`config.mk`:
```
export PLATFORM = sky130hd
export DESIGN_NAME = fp_mult_seq_flat
export DESIGN_NICKNAME = d
export VERILOG_FILES = /design/src/rtl/fp_mult_seq_if.sv /design/src/rtl/fp_mult_seq.sv /design/src/flat_wrapper.sv
export SDC_FILE = /design/constraint.sdc
export NUM_CORES = 1
export LEC_CHECK = 0
export CAP_MARGIN = 0
export CORE_ASPECT_RATIO = 2
export CORE_MARGIN = 4
export CORE_UTILIZATION = 38
export DETAILED_ROUTE_END_ITERATION = 6
export PLACE_DENSITY = 0.62
export SLEW_MARGIN = 0
export SYNTH_ARGS = -nofsm -noshare
export SYNTH_HDL_FRONTEND = slang
export SYNTH_SLANG_ARGS = --single-unit
```
`constraint.sdc`:
```
create_clock -name clk -period 11.11 [get_ports clk]
set_clock_uncertainty 0.05 [all_clocks]
set_input_delay 1.111 -clock clk [delete_from_list [all_inputs] [get_ports clk]]
set_output_delay 1.111 -clock clk [all_outputs]
set_load 0.02 [all_outputs]
```
`src/rtl/fp_mult_seq_if.sv`:
```
// Issue-side bundle for fp_mult_seq: request, operands and rounding mode
// in; busy/done handshake, product and exception flags out.
interface fp_mult_seq_if #(
    parameter int PRECISION = 32
);
    logic                 start;
    logic [PRECISION-1:0] fp_a;
    logic [PRECISION-1:0] fp_b;
    logic [1:0]           rnd_mode;
    logic                 busy;
    logic                 done;
    logic [PRECISION-1:0] result;
    logic                 inv_op;
    logic                 overflow;
    logic                 underflow;
    logic                 inexact;

    modport master (
        output start, fp_a, fp_b, rnd_mode,
        input  busy, done, result,
        input  inv_op, overflow, underflow, inexact
    );

    modport slave (
        input  start, fp_a, fp_b, rnd_mode,
        output busy, done, result,
        output inv_op, overflow, underflow, inexact
    );
endinterface

```
`src/rtl/fp_mult_seq.sv`:
```
// Multi-cycle IEEE-754 multiplier, shift-add mantissa, DAZ/FTZ, 4 rnd modes.
// Ports: clk, reset (async low), bus (start/operands in, busy/done/result/flags out).
module fp_mult_seq #(
    parameter int EXP_SIZE  = 8,
    parameter int MANT_SIZE = 23
) (
    input logic          clk,
    input logic          reset,
    fp_mult_seq_if.slave bus
);
    localparam int PRECISION = 1 + EXP_SIZE + MANT_SIZE;
    localparam int BIAS      = (1 << (EXP_SIZE - 1)) - 1;
    localparam int W         = MANT_SIZE + 1;
    localparam int EW        = EXP_SIZE + 2;
    localparam int CW        = $clog2(W);

    localparam logic [EW-1:0] EXP_MAX  = EW'((1 << EXP_SIZE) - 1);
    localparam logic [EW-1:0] EXP_BIAS = EW'(BIAS);
    localparam logic [CW-1:0] LAST     = CW'(MANT_SIZE);
    localparam logic [PRECISION-1:0] QNAN =
        {1'b0, {EXP_SIZE{1'b1}}, 1'b1, {(MANT_SIZE-1){1'b0}}};

    typedef enum logic [2:0] {
        IDLE, UNPACK, SPECIAL, MULT, NORM, ROUND, DONE
    } state_t;

    state_t state, state_nx;

    logic [PRECISION-1:0] a_r, b_r, result_r;
    logic [1:0]           rnd_r;
    logic                 sign_r;
    logic [W-1:0]         sig_a;
    logic [2*W-1:0]       prod;
    logic [EW-1:0]        exp_r;
    logic [CW-1:0]        cnt;
    logic [MANT_SIZE-1:0] mant_r;
    logic                 guard_r, sticky_r;
    logic                 inv_r, ovf_r, unf_r, inx_r;

    logic [EXP_SIZE-1:0]  exp_a, exp_b;
    logic [MANT_SIZE-1:0] frac_a, frac_b;
    logic max_a, max_b, zero_a, zero_b;
    logic nan_a, nan_b, snan_a, snan_b, inf_a, inf_b;
    logic is_special;

    assign exp_a  = a_r[PRECISION-2 -: EXP_SIZE];
    assign exp_b  = b_r[PRECISION-2 -: EXP_SIZE];
    assign frac_a = a_r[MANT_SIZE-1:0];
    assign frac_b = b_r[MANT_SIZE-1:0];
    assign max_a  = &exp_a;
    assign max_b  = &exp_b;
    // subnormals count as zero
    assign zero_a = (exp_a == '0);
    assign zero_b = (exp_b == '0);
    assign nan_a  = max_a & (|frac_a);
    assign nan_b  = max_b & (|frac_b);
    assign snan_a = nan_a & ~frac_a[MANT_SIZE-1];
    assign snan_b = nan_b & ~frac_b[MANT_SIZE-1];
    assign inf_a  = max_a & ~(|frac_a);
    assign inf_b  = max_b & ~(|frac_b);
    assign is_special = max_a | max_b | zero_a | zero_b;

    logic [PRECISION-1:0] sp_res;
    logic                 sp_inv;

    always_comb begin
        sp_res = {sign_r, {(PRECISION-1){1'b0}}};
        sp_inv = 1'b0;
        if (snan_a | snan_b) begin
            sp_res = QNAN;
            sp_inv = 1'b1;
        end else if (nan_a | nan_b) begin
            sp_res = QNAN;
        end else if ((inf_a & zero_b) | (inf_b & zero_a)) begin
            sp_res = QNAN;
            sp_inv = 1'b1;
        end else if (inf_a | inf_b) begin
            sp_res = {sign_r, {EXP_SIZE{1'b1}}, {MANT_SIZE{1'b0}}};
        end
    end

    // upper half accumulates while the multiplier shifts out of the low half
    logic [W:0] psum;
    assign psum = {1'b0, prod[2*W-1:W]} + (prod[0] ? {1'b0, sig_a} : '0);

    logic                 inc, away, ovf, unf, rnd_inx;
    logic [MANT_SIZE:0]   mant_sum;
    logic [EW-1:0]        exp_f;
    logic [PRECISION-1:0] rnd_res;

    always_comb begin
        inc  = 1'b0;
        away = 1'b0;
        unique case (rnd_r)
            2'b00: begin
                inc  = guard_r & (sticky_r | mant_r[0]);
                away = 1'b1;
            end
            2'b01: begin
                inc  = 1'b0;
                away = 1'b0;
            end
            2'b10: begin
                inc  = (guard_r | sticky_r) & ~sign_r;
                away = ~sign_r;
            end
            default: begin
                inc  = (guard_r | sticky_r) & sign_r;
                away = sign_r;
            end
        endcase
        // carry-out leaves the fraction at zero; only the exponent moves
        mant_sum = {1'b0, mant_r} + {{MANT_SIZE{1'b0}}, inc};
        exp_f    = exp_r + {{(EW-1){1'b0}}, mant_sum[MANT_SIZE]};
        ovf      = ~exp_f[EW-1] & (exp_f >= EXP_MAX);
        unf      = exp_f[EW-1] | (exp_f == '0);
        rnd_inx  = guard_r | sticky_r | ovf | unf;
        if (ovf) begin
            rnd_res = away
                ? {sign_r, {EXP_SIZE{1'b1}}, {MANT_SIZE{1'b0}}}
                : {sign_r, {(EXP_SIZE-1){1'b1}}, 1'b0, {MANT_SIZE{1'b1}}};
        end else if (unf) begin
            rnd_res = {sign_r, {(PRECISION-1){1'b0}}};
        end else begin
            rnd_res = {sign_r, exp_f[EXP_SIZE-1:0], mant_sum[MANT_SIZE-1:0]};
        end
    end

    always_ff @(posedge clk or negedge reset) begin
        if (!reset) state <= IDLE;
        else        state <= state_nx;
    end

    always_comb begin
        state_nx = state;
        unique case (state)
            IDLE:    if (bus.start) state_nx = UNPACK;
            UNPACK:  state_nx = SPECIAL;
            SPECIAL: state_nx = is_special ? DONE : MULT;
            MULT:    if (cnt == LAST) state_nx = NORM;
            NORM:    state_nx = ROUND;
            ROUND:   state_nx = DONE;
            DONE:    state_nx = IDLE;
            default: state_nx = IDLE;
        endcase
    end

    always_ff @(posedge clk or negedge reset) begin
        if (!reset) begin
            a_r      <= '0;
            b_r      <= '0;
            rnd_r    <= '0;
            sign_r   <= 1'b0;
            sig_a    <= '0;
            prod     <= '0;
            exp_r    <= '0;
            cnt      <= '0;
            mant_r   <= '0;
            guard_r  <= 1'b0;
            sticky_r <= 1'b0;
            result_r <= '0;
            inv_r    <= 1'b0;
            ovf_r    <= 1'b0;
            unf_r    <= 1'b0;
            inx_r    <= 1'b0;
        end else begin
            unique case (state)
                IDLE: if (bus.start) begin
                    a_r   <= bus.fp_a;
                    b_r   <= bus.fp_b;
                    rnd_r <= bus.rnd_mode;
                    inv_r <= 1'b0;
                    ovf_r <= 1'b0;
                    unf_r <= 1'b0;
                    inx_r <= 1'b0;
                end
                UNPACK: begin
                    sign_r <= a_r[PRECISION-1] ^ b_r[PRECISION-1];
                    sig_a  <= zero_a ? '0 : {1'b1, frac_a};
                    prod   <= {{W{1'b0}}, (zero_b ? {W{1'b0}} : {1'b1, frac_b})};
                    exp_r  <= {2'b00, exp_a} + {2'b00, exp_b} - EXP_BIAS;
                    cnt    <= '0;
                end
                SPECIAL: if (is_special) begin
                    result_r <= sp_res;
                    inv_r    <= sp_inv;
                end
                MULT: begin
                    prod <= {psum, prod[W-1:1]};
                    cnt  <= cnt + CW'(1);
                end
                NORM: begin
                    // product in [1,4): bit 2W-1 set means one extra integer bit
                    if (prod[2*W-1]) begin
                        mant_r   <= prod[2*W-2 -: MANT_SIZE];
                        guard_r  <= prod[MANT_SIZE];
                        sticky_r <= |prod[MANT_SIZE-1:0];
                        exp_r    <= exp_r + EW'(1);
                    end else begin
                        mant_r   <= prod[2*W-3 -: MANT_SIZE];
                        guard_r  <= prod[MANT_SIZE-1];
                        sticky_r <= |prod[MANT_SIZE-2:0];
                    end
                end
                ROUND: begin
                    result_r <= rnd_res;
                    ovf_r    <= ovf;
                    unf_r    <= unf;
                    inx_r    <= rnd_inx;
                end
                default: ;
            endcase
        end
    end

    assign bus.busy      = (state != IDLE) && (state != DONE);
    assign bus.done      = (state == DONE);
    assign bus.result    = result_r;
    assign bus.inv_op    = inv_r;
    assign bus.overflow  = ovf_r;
    assign bus.underflow = unf_r;
    assign bus.inexact   = inx_r;
endmodule

```
`src/flat_wrapper.sv`:
```
// flat-port wrapper written by rule: the top's interface ports become plain ports
module fp_mult_seq_flat 
#(
    parameter int EXP_SIZE  = 8,
    parameter int MANT_SIZE = 23
)
  (clk, reset, bus_start, bus_fp_a, bus_fp_b, bus_rnd_mode, bus_busy, bus_done, bus_result, bus_inv_op, bus_overflow, bus_underflow, bus_inexact);
  fp_mult_seq_if #(.PRECISION(32)) bus_i ();
  input logic clk;
  input logic reset;
  input wire logic [$bits(bus_i.start)-1:0] bus_start;
  input wire logic [$bits(bus_i.fp_a)-1:0] bus_fp_a;
  input wire logic [$bits(bus_i.fp_b)-1:0] bus_fp_b;
  input wire logic [$bits(bus_i.rnd_mode)-1:0] bus_rnd_mode;
  output wire logic [$bits(bus_i.busy)-1:0] bus_busy;
  output wire logic [$bits(bus_i.done)-1:0] bus_done;
  output wire logic [$bits(bus_i.result)-1:0] bus_result;
  output wire logic [$bits(bus_i.inv_op)-1:0] bus_inv_op;
  output wire logic [$bits(bus_i.overflow)-1:0] bus_overflow;
  output wire logic [$bits(bus_i.underflow)-1:0] bus_underflow;
  output wire logic [$bits(bus_i.inexact)-1:0] bus_inexact;
  assign bus_i.start = bus_start;
  assign bus_i.fp_a = bus_fp_a;
  assign bus_i.fp_b = bus_fp_b;
  assign bus_i.rnd_mode = bus_rnd_mode;
  assign bus_busy = bus_i.busy;
  assign bus_done = bus_i.done;
  assign bus_result = bus_i.result;
  assign bus_inv_op = bus_i.inv_op;
  assign bus_overflow = bus_i.overflow;
  assign bus_underflow = bus_i.underflow;
  assign bus_inexact = bus_i.inexact;
  fp_mult_seq #(.EXP_SIZE(EXP_SIZE), .MANT_SIZE(MANT_SIZE)) u_core (.clk(clk), .reset(reset), .bus(bus_i));
endmodule
```
==> results of run 1 <==
==> sequential cells by signal (all words and copies together) (netlist names), 2 cells and up <==
| name | cells |
|---|---|
| u_core.a_r | 32 |
| u_core.sig_a | 24 |
| u_core.cnt | 5 |
| u_core.b_r | 32 |
| u_core.rnd_r | 2 |
| u_core.exp_r | 10 |
| u_core.state | 3 |
| u_core.mant_r | 23 |
| u_core.bus.result | 32 |
| u_core.prod | 48 |
==> routing by layer <==
layer  GRT usage  vias up  part of all wire
met5           0        -                 0
met2      0.3115      163              0.55
li1            -     4298                 -
met1      0.1744     4124              0.39
met3     0.01711       49             0.030
met4     0.06278        0             0.035
==> cell type report <==
type	count	area, um^2	area share
repair buffers	119	1162	0.08432
multi-input cells	831	5768	0.4184
inverters	39	146.4	0.01062
flip-flops and latches	218	5455	0.3957
well taps	368	460.4	0.03340
clock inverters	12	158.9	0.01153
clock buffers	28	634.4	0.04602
==> per-stage QoR <==
| stage | instances | total power [uW] | worst slack [ps] | utilization | area [um^2] |
|---|---|---|---|---|---|
| after CTS | 1615 | 3834 | 5761 | 0.4568 | 13790 |
| after detailed placement | 1575 | 3013 | 5784 | 0.4305 | 12990 |
| after global routing | 1615 | 4080 | 5356 | 0.4568 | 13790 |
| final | 1615 | 3784 | 5860 | 0.4568 | 13790 |
| after global placement | 1575 | 2963 | 5905 | 0.4305 | 12990 |
| after floorplan | 1145 | 2550 | 6668 | - | 11610 |
==> worst paths after layout <==
| check | from | endpoint | slack, ps | cells past startpoint |
|---|---|---|---|---|
| min in group asynchronous | reset | u_core.b_r[20] | 550 | 1 |
| min | u_core.sig_a[20] | u_core.sig_a[20] | 420 | 2 |
| min reg2reg | u_core.sig_a[20] | u_core.sig_a[20] | 420 | 2 |
| max in group asynchronous | reset | u_core.mant_r[8] | 8280 | 3 |
| max | u_core.rnd_r[1] | u_core.bus.result[1] | 5860 | 23 |
| max reg2reg | u_core.rnd_r[1] | u_core.bus.result[1] | 5860 | 23 |
==> worst max-delay path, cell delays in order (launching register included) <==
cell and delay [ps]:
dfrtp_1 430, nor2b_1 160, ha_1 270, nor2b_1 140
a21oi_1 60, o22ai_1 140, ha_1 220, nand3_1 130
nor2_1 170, and3_1 280, and4_1 280, nand2_1 70
nor3_1 370, ha_1 290, ha_1 250, and4_1 270
nand2_1 80, xor2_1 180, o41ai_2 400, nand2_2 230
nor3_4 190, buf_4 340, a21oi_1 60, o21ai_1 80
==> cell usage in the layout (no fill, tap or decap), drive strengths merged, types with 16 or more instances in the layout <==
master / count
nor4: 16
ha: 40
mux2i: 28
a222oi: 24
o21ai: 122
and2: 28
nand2: 142
xnor2: 23
nand3: 37
xor2: 35
a21oi: 57
nor2: 49
inv: 39
a21o: 17
clkbuf: 29
clkdlybuf4s50: 105
mux2: 66
dfrtp: 218
==> cells by family (layout without fill, tap and decap cells) <==
| kind of cell | count (synthesis) | count (layout) | share of synthesized area |
|---|---|---|---|
| multiplexers | 94 | 94 | 0.08813 |
| AO/OA/AOI/OAI | 278 | 278 | 0.1651 |
| AND/OR/NAND/NOR | 359 | 359 | 0.1527 |
| buffers and inverters | 96 | 198 | 0.03415 |
| XOR/XNOR | 58 | 58 | 0.04374 |
| flip-flops | 218 | 218 | 0.4697 |
| adder cells (fa/ha/maj) | 42 | 42 | 0.04654 |
==> report_power, final <==
part	switching, uW	internal, uW
clock network	322	478
registers	330	1130
logic	819	703
==> key figures, run 1 <==
STA
  • Slew @ Worst Pin: around 1000 ps
  • Setup TNS: 0 ps
  • Ratio of final minimum period to clock period: 0.4725
  • RSZ-0062 raised after global routing: no
  • Fin. max-slew vios: 0
  • Hold WS: between 400 and 500 ps
  • Max-slew headroom: 0.3212
  • Final Critical Period: about 5200 ps
  • Hold Fails Final Rpt: 0
  • Setup-failing EPs final: 0
  • Fmax: 0.1905 GHz

Finish
  • N_diodes: 0
  • Layout Nets: around 1300
  • Layout cells sized above 1: 0.1419
  • Filler Cells Inserted: about 2800
  • Area growth syn-to-layout: 18.70%

Clock network
  • CTS root buf: clkbuf_16
  • Setup Fix Bufs, Post-CTS: 0
  • Clk_lat worst skew: 520 ps
  • Max H-tree Level: 1
  • Worst-path clk slew: ~70 ps
  • CTS Buf Count: 22
  • Post_cts resized: 0
  • CTS tree: built
  • CTS max path bufs: 3
  • CTS sink cnt: ~220
  • Hold-fix buffers, CTS: 0

Yosys
  • Number of flops mapped to enable cells by yosys: 0
  • Synth top area share: 0.4697
  • Synth Net Count: around 1300
  • Cell Area, Synth: 11610 um^2
  • Synth top cells by count: dfrtp_1, nand2_1, o21ai_0
  • Synth Register Bits: about 220
  • Sequential-to-total area share from yosys stat: 0.4697
  • Gate Count Post-Synth: 1145
  • Top_reg_cell synth: dfrtp_1
  • Post-synth cell types: 74
  • Yosys warnings: 0
  • Area leader, netlist: dfrtp_1
  • Cell with the most instances after synthesis: dfrtp_1
  • Leading post-synthesis cells by cell area: dfrtp_1, mux2_2, nand2_1, ha_1, o21ai_0
  • Synthesized area per cell: 10.14 um^2
  • Fraction of registers with async set/reset: 1.000

Die
  • Die X-Extent: about 130 um
  • Die height: roughly 260 um
  • I/O pin cnt: approximately 110
  • Initial Util: 0.3848
  • Core box area: 30180 um^2
  • Die area: ~34000 um^2
  • Row count: 90

Global route
  • First-pass GRT wire length: roughly 44000 um
  • Total gr overflow: 0
  • Vias in the first global route: just under 9000
  • Largest net degree at the start of global routing: 81
  • Global Route Usage Sum: 0.1590
  • Initial antenna violation count: 0

Detailed routing
  • Final ANT Viol Nets: 0
  • Initial DRC Count: approximately 470
  • Via density: 5.346
  • Via count: 8634
  • Routed WL: 27070 um
  • Avg WL per Cell: 16.76 um
  • Initial DRT Pass Iterations: 6
  • Residual DRC: 0

Setup path
  • Data required time of the worst path: 11500 ps
  • Setup CP Type: flop to flop
  • Worst EP arrival: around 5600 ps
  • Crit path launch type: flop
  • Crit path max fanout: 22
  • Crit. End Element: flop

Hold path
  • Hold Path Class: flop to flop

Power
  • Max IR drop VDD: between 0.1 and 0.15 mV
  • Leak: around 0.006 uW
  • Power Dens Cells: around 270 nW/um^2

Outcome
  • Status: complete, no violations

Placement
  • Port bufs: ~110
  • Final Wtd Congestion: about 0.84
  • DP HPWL: 20350 um

Run
  • Max-cap violation count: 0
No activity file was read; power rests on OpenSTA's default activity.
==> run 2, diff against run 1 <==
PLACE_DENSITY = 0.64   (was 0.62)
clock period = 4.35 ns   (was 11.11 ns; I/O delays follow)
==> key figures, run 2 (synthesized netlist as in run 1, its figures left out) <==
Global route
  • First-pass GRT wire length: 46730 um (+5.0%)
  • Global Route Usage Sum: 0.1670 (+0.008000)
  • Initial antenna violation count: 0 (unchanged)
  • Total gr overflow: 0 (unchanged)
  • Largest net degree at the start of global routing: 111 (+37%)
  • Vias in the first global route: 9416 (+6.4%)

Setup path
  • Worst EP arrival: 4830 ps (-810 ps)
  • Crit path launch type: flop
  • Crit. End Element: flop
  • Crit path max fanout: 6 (-73%)
  • Worst Reg-to-Reg Cells: 26 (+13%)
  • Setup CP Type: flop to flop
  • Data required time of the worst path: 4720 ps (-6780 ps)

Power
  • Leak: 0.006260 uW (+5.1%)
  • Power Dens Cells: 685.8 nW/um^2 (+150%)
  • Max IR drop VDD: 0.3618 mV (+160%)

Finish
  • Filler Cells Inserted: 2821 (-0.95%)
  • Biggest register: u_core.prod
  • Commonest non-fill, non-tap cells in the layout: dfrtp_1, nand2_1, clkdlybuf4s50_1
  • Layout cells sized above 1: 0.1912 (+0.04924)
  • Layout Nets: 1388 (+3.4%)
  • N_diodes: 0 (unchanged)
  • Cell area after layout: 14410 um^2 (+4.5%)
  • Number of flip-flops in the largest register: 48 (unchanged)
  • Most common cell after layout, fill and taps aside: dfrtp_1
  • Post-layout util: 0.4775 (+0.02073)
  • Area growth syn-to-layout: 24.09%

STA
  • Setup-failing EPs final: 30 (+30)
  • Ratio of final minimum period to clock period: 1.025 (+0.5525)
  • Fmax: 0.2243 GHz (+18%)
  • Slew @ Worst Pin: 1027 ps (+12.40 ps)
  • Setup TNS: -1923 ps (-1923 ps)
  • Hold Fails Final Rpt: 33 (+33)
  • Hold WS: -28.16 ps (-450.8 ps)
  • Final Critical Period: 4459 ps (-790.9 ps)
  • Max-slew headroom: 0.3129 (-0.008295)
  • Fin. max-slew vios: 0 (unchanged)
  • Final setup margin: -109.0 ps (-5969 ps)
  • RSZ-0062 raised after global routing: yes

Die
  • I/O pin cnt: 107 (unchanged)
  • Die X-Extent: 131.6 um (unchanged)
  • Die area: 33590 um^2 (unchanged)
  • Die height: 255.2 um (unchanged)
  • Row count: 90 (unchanged)
  • Initial Util: 0.3848 (unchanged)
  • Core box area: 30180 um^2 (unchanged)

Detailed routing
  • Via density: 5.358 (+0.23%)
  • Initial DRC Count: 579 (+24%)
  • Via count: 8895 (+3.0%)
  • Final ANT Viol Nets: 0 (unchanged)
  • Routed WL: 27950 um (+3.3%)
  • Residual DRC: 8 (+8)
  • Avg WL per Cell: 16.84 um (+0.47%)
  • Initial DRT Pass Iterations: 7 (+1)

Clock network
  • Max H-tree Level: 1 (unchanged)
  • CTS Buf Count: 22 (unchanged)
  • CTS max path bufs: 3 (unchanged)
  • Hold-fix buffers, CTS: 0 (unchanged)
  • Worst-path clk slew: 60 ps (about the same)
  • Clk_lat worst skew: 520 ps (about the same)
  • CTS tree: built
  • CTS sink cnt: 218 (unchanged)
  • CTS root buf: clkbuf_16

Outcome
  • Failing checks: design-rule violations, negative hold slack, negative setup slack
  • Status: finished, violations left

Placement
  • Placed cell area: 13250 um^2 (+2.0%)
  • Final Wtd Congestion: 0.8348 (-0.63%)
  • DP HPWL: 20710 um (+1.8%)
  • Port bufs: 106 (unchanged)

Run
  • Max-cap violation count: 0 (unchanged)

Hold path
  • Hold Path Class: primary input to async pin
run 2: critical path: stages, from the launching register on:
cell and delay (ps):
dfrtp_1 410, nor2b_4 150, ha_4 220, nor2b_4 120, a21oi_2 40, o22ai_1 160, ha_2 230, nand3_2 90
nor2_2 150, and3_4 200, and4_4 230, nand2_2 60, nor3_2 170, buf_4 150, ha_4 160, buf_6 100
nand3_4 60, xor2_2 180, or3_4 380, o41ai_4 250, nand2_2 130, nor3_4 160, buf_12 140, buf_8 120
buf_12 120, a21oi_2 30, o21ai_1 90
run 2: repair_timing:
item	CTS	global route
resized for setup	18	20
pin swaps	14	11
cloned	3	0
setup buffers	13	1
setup endpoints to repair	31	34
run 2: final cells by class:
class | instances | area, um^2 | share of cell area
clock buffers | 30 | 661.9 | 0.04593
well taps | 368 | 460.4 | 0.03195
flip-flops and latches | 218 | 5455 | 0.3785
multi-input cells | 831 | 5934 | 0.4118
inverters | 39 | 146.4 | 0.01016
repair buffers | 165 | 1642 | 0.1139
clock inverters | 9 | 111.4 | 0.007727
run 2: layer usage:
layer / vias to the layer above / routed length (um) / GRT usage
met5: - / 0 / 0
met4: 0 / 1075 / 0.06729
met3: 57 / 772 / 0.01692
met2: 153 / 15800 / 0.3361
met1: 4287 / 10310 / 0.1755
li1: 4398 / - / -
run 2: path summary, 6_finish.rpt:
kind                                   from                   end  slack, ps
min reg2reg                u_core.sig_a[16]      u_core.sig_a[16]        420
min in group clk           u_core.sig_a[16]      u_core.sig_a[16]        420
min                                   reset         u_core.b_r[4]        -30
max in group asynchronous             reset  u_core.bus.result[2]       3210
max                         u_core.rnd_r[0]  u_core.bus.result[1]       -110
max reg2reg                 u_core.rnd_r[0]  u_core.bus.result[1]       -110
run 2: stage by stage:
stage | setup WS, ps | cells | total power, uW
floorplan | 1.810 | 1145 | 6514
global placement | -83.63 | 1604 | 7683
detailed placement | -173.9 | 1604 | 7809
CTS | -174.0 | 1659 | 9926
global route | -318.7 | 1660 | 10700
finish | -109.0 | 1660 | 9883
run 2: power by group:
group          leakage, uW  switching, uW  internal [uW]
combinational      0.00313           2150           1960
clock             0.000377            802           1190
sequential         0.00275            882           2890
==> run 3, diff against run 2 <==
ABC_CLOCK_PERIOD_IN_PS = 4350   (was not set)
CTS_CLUSTER_SIZE = 10   (was not set)
PLACE_DENSITY = 0.56   (was 0.64)
==> key figures, run 3 (synthesized netlist as in run 1, its figures left out) <==
Die
  • Die X-Extent: 131.6 um (unchanged)
  • Row count: 90 (unchanged)
  • Die height: 255.2 um (unchanged)
  • I/O pin cnt: 107 (unchanged)
  • Die area: 33590 um^2 (unchanged)
  • Initial Util: 0.3848 (unchanged)
  • Core box area: 30180 um^2 (unchanged)

Finish
  • Layout Nets: 1392 (+0.29%)
  • Layout cells sized above 1: 0.1827 (-0.008507)
  • Most common cell after layout, fill and taps aside: dfrtp_1
  • Biggest register: u_core.prod
  • FF+latch area: 5455 um^2 (unchanged)
  • Multi-input logic area: 5977 um^2 (+0.72%)
  • Cell area after layout: 14310 um^2 (-0.68%)
  • N_diodes: 0 (unchanged)
  • Commonest non-fill, non-tap cells in the layout: dfrtp_1, nand2_1, clkdlybuf4s50_1
  • Filler Cells Inserted: 2862 (+1.5%)
  • Number of flip-flops in the largest register: 48 (unchanged)
  • Area growth syn-to-layout: 23.25%
  • Layout Cells excl Fill: 1649 (-0.66%)

Setup path
  • Crit. End Element: flop
  • Worst-path cell chain: nor2b_1, ha_1, nor2b_2, a21oi_1, o22ai_1, ha_2, nand3_4, nor2_4, and3_4, and4_4, nand2_2, nor3_2, buf_4, ha_4, ha_4, and4_4, buf_4, nand2b_4, xnor2_4, o41ai_4, and3_1, or2_4, clkbuf_16, o21ai_1
  • Buf/Inv on CP: 3 (-2)
  • Crit path launch type: flop
  • Data required time of the worst path: 4730 ps (about the same)
  • Crit path max fanout: 5 (-1)
  • Worst EP arrival: 4700 ps (-130 ps)
  • Cell family with most CP delay: simple AND/OR/NAND/NOR gates
  • Slowest stage delay, CP: 380 ps (-30 ps)
  • Setup CP Type: flop to flop
  • Slowest CP cell: dfrtp_1

Hold path
  • Hold Path Class: flop to flop

STA
  • Max-slew headroom: 0.3067 (-0.006197)
  • Fin. max-slew vios: 0 (unchanged)
  • Hold Fails Final Rpt: 0 (-100%)
  • Final Critical Period: 4312 ps (-147.0 ps)
  • Setup TNS: 0 ps (+1923 ps)
  • Slew @ Worst Pin: 1036 ps (+9.261 ps)
  • Setup-failing EPs final: 0 (-100%)
  • Fmax: 0.2319 GHz (+3.4%)
  • RSZ-0062 raised after global routing: yes
  • Ratio of final minimum period to clock period: 0.9913 (-0.03380)

Clock network
  • Clk_lat worst skew: 520 ps (about the same)
  • CTS max path bufs: 3 (unchanged)
  • CTS root buf: clkbuf_16
  • CTS tree: built
  • Max H-tree Level: 1 (unchanged)
  • Worst-path clk slew: 60 ps (about the same)
  • CTS sink cnt: 218 (unchanged)
  • CTS Buf Count: 25 (+14%)

Global route
  • Largest net degree at the start of global routing: 91 (-18%)
  • Initial antenna violation count: 0 (unchanged)
  • First-pass GRT wire length: 46710 um (about the same)
  • Vias in the first global route: 9100 (-3.4%)
  • Global Route Usage Sum: 0.1674 (+0.0003782)
  • Total gr overflow: 0 (unchanged)

Placement
  • Port bufs: 106 (unchanged)
  • DP HPWL: 20580 um (-0.67%)
  • Post-Place Cells: 1603 (-0.062%)
  • Placed cell area: 13260 um^2 (about the same)
  • Final Wtd Congestion: 0.8256 (-1.1%)

Power
  • Leak: 0.006227 uW (-0.53%)
  • Max IR drop VDD: 0.3453 mV (-4.6%)
  • Power Dens Cells: 676.2 nW/um^2 (-1.4%)
  • Total power: 9679 uW (-2.1%)

Detailed routing
  • Avg WL per Cell: 17.28 um (+2.6%)
  • Final ANT Viol Nets: 0 (unchanged)
  • Initial DRT Pass Iterations: 7 (unchanged)
  • Residual DRC: 0 (-8)
  • Initial DRC Count: 449 (-22%)
  • Via count: 8812 (-0.93%)
  • Via density: 5.344 (-0.27%)
  • Routed WL: 28500 um (+2.0%)

Outcome
  • Status: complete, no violations

Run
  • Max-cap violation count: 0 (unchanged)
## run 3: changes by cell type in the layout (fill, tap and decap cells not counted), sizes merged
cell	delta
buf	-2
bufinv	-2
clkbuf	-1
clkinv	-3
clkinvlp	-2
dlygate4sd3	+1
inv	-2
## run 3: through the flow
step,hold slack (ps),utilization,setup slack (ps)
global route,432.8,0.4743,-208.4
global placement,402.8,0.4394,-152.5
CTS,424.4,0.4679,-82.61
floorplan,89.41,-,1.810
detailed placement,412.2,0.4394,-286.4
finish,417.7,0.4743,38.00
## run 3: path summary, 6_finish.rpt
check | start | end | slack, ps | cells past startpoint
worst max-delay path | u_core.rnd_r[1] | u_core.bus.result[1] | 40 | 24
worst min-delay path | u_core.sig_a[6] | u_core.sig_a[6] | 420 | 2
worst max register to register | u_core.rnd_r[1] | u_core.bus.result[1] | 40 | 24
worst min register to register | u_core.sig_a[6] | u_core.sig_a[6] | 420 | 2
max in group asynchronous | reset | u_core.sig_a[8] | 2790 | 3
min in group asynchronous | reset | u_core.b_r[5] | 490 | 2
## run 3: timing repair
item                                    4_1_cts  5_1_grt
hold buffers                                  1        0
pin swaps                                     8       17
endpoints found under the hold margin        87        0
gates resized for setup                      18       24
cloned                                        2        3
setup buffers                                10        6
endpoints found under the setup margin       33       34
## run 3: where the power goes
part / switching [uW] / internal [uW] / total, uW
registers: 881 / 2900 / 3780
logic: 2160 / 1970 / 4130
clock network: 765 / 1010 / 1770
total: 3800 / 5880 / 9680
## run 3: final cells by class
type / count / share of cell area
Clock buffer: 27 / 0.04423
Inverter: 39 / 0.01023
Multi-Input combinational cell: 831 / 0.4176
Sequential cell: 218 / 0.3811
Tap cell: 368 / 0.03217
Timing Repair Buffer: 166 / 0.1147
## run 3: worst min-delay path, stage by stage (launching register included)
cell and delay (ps):
dfrtp_1 330, nand2_1 40, o21ai_0 60
## run 3: per-layer routing
metal | part of all wire | track usage | vias up
met4 | 0.026 | 0.05287 | 0
li1 | - | - | 4371
met2 | 0.57 | 0.3361 | 146
met1 | 0.38 | 0.1802 | 4249
met3 | 0.031 | 0.02085 | 46
met5 | 0 | 0 | -
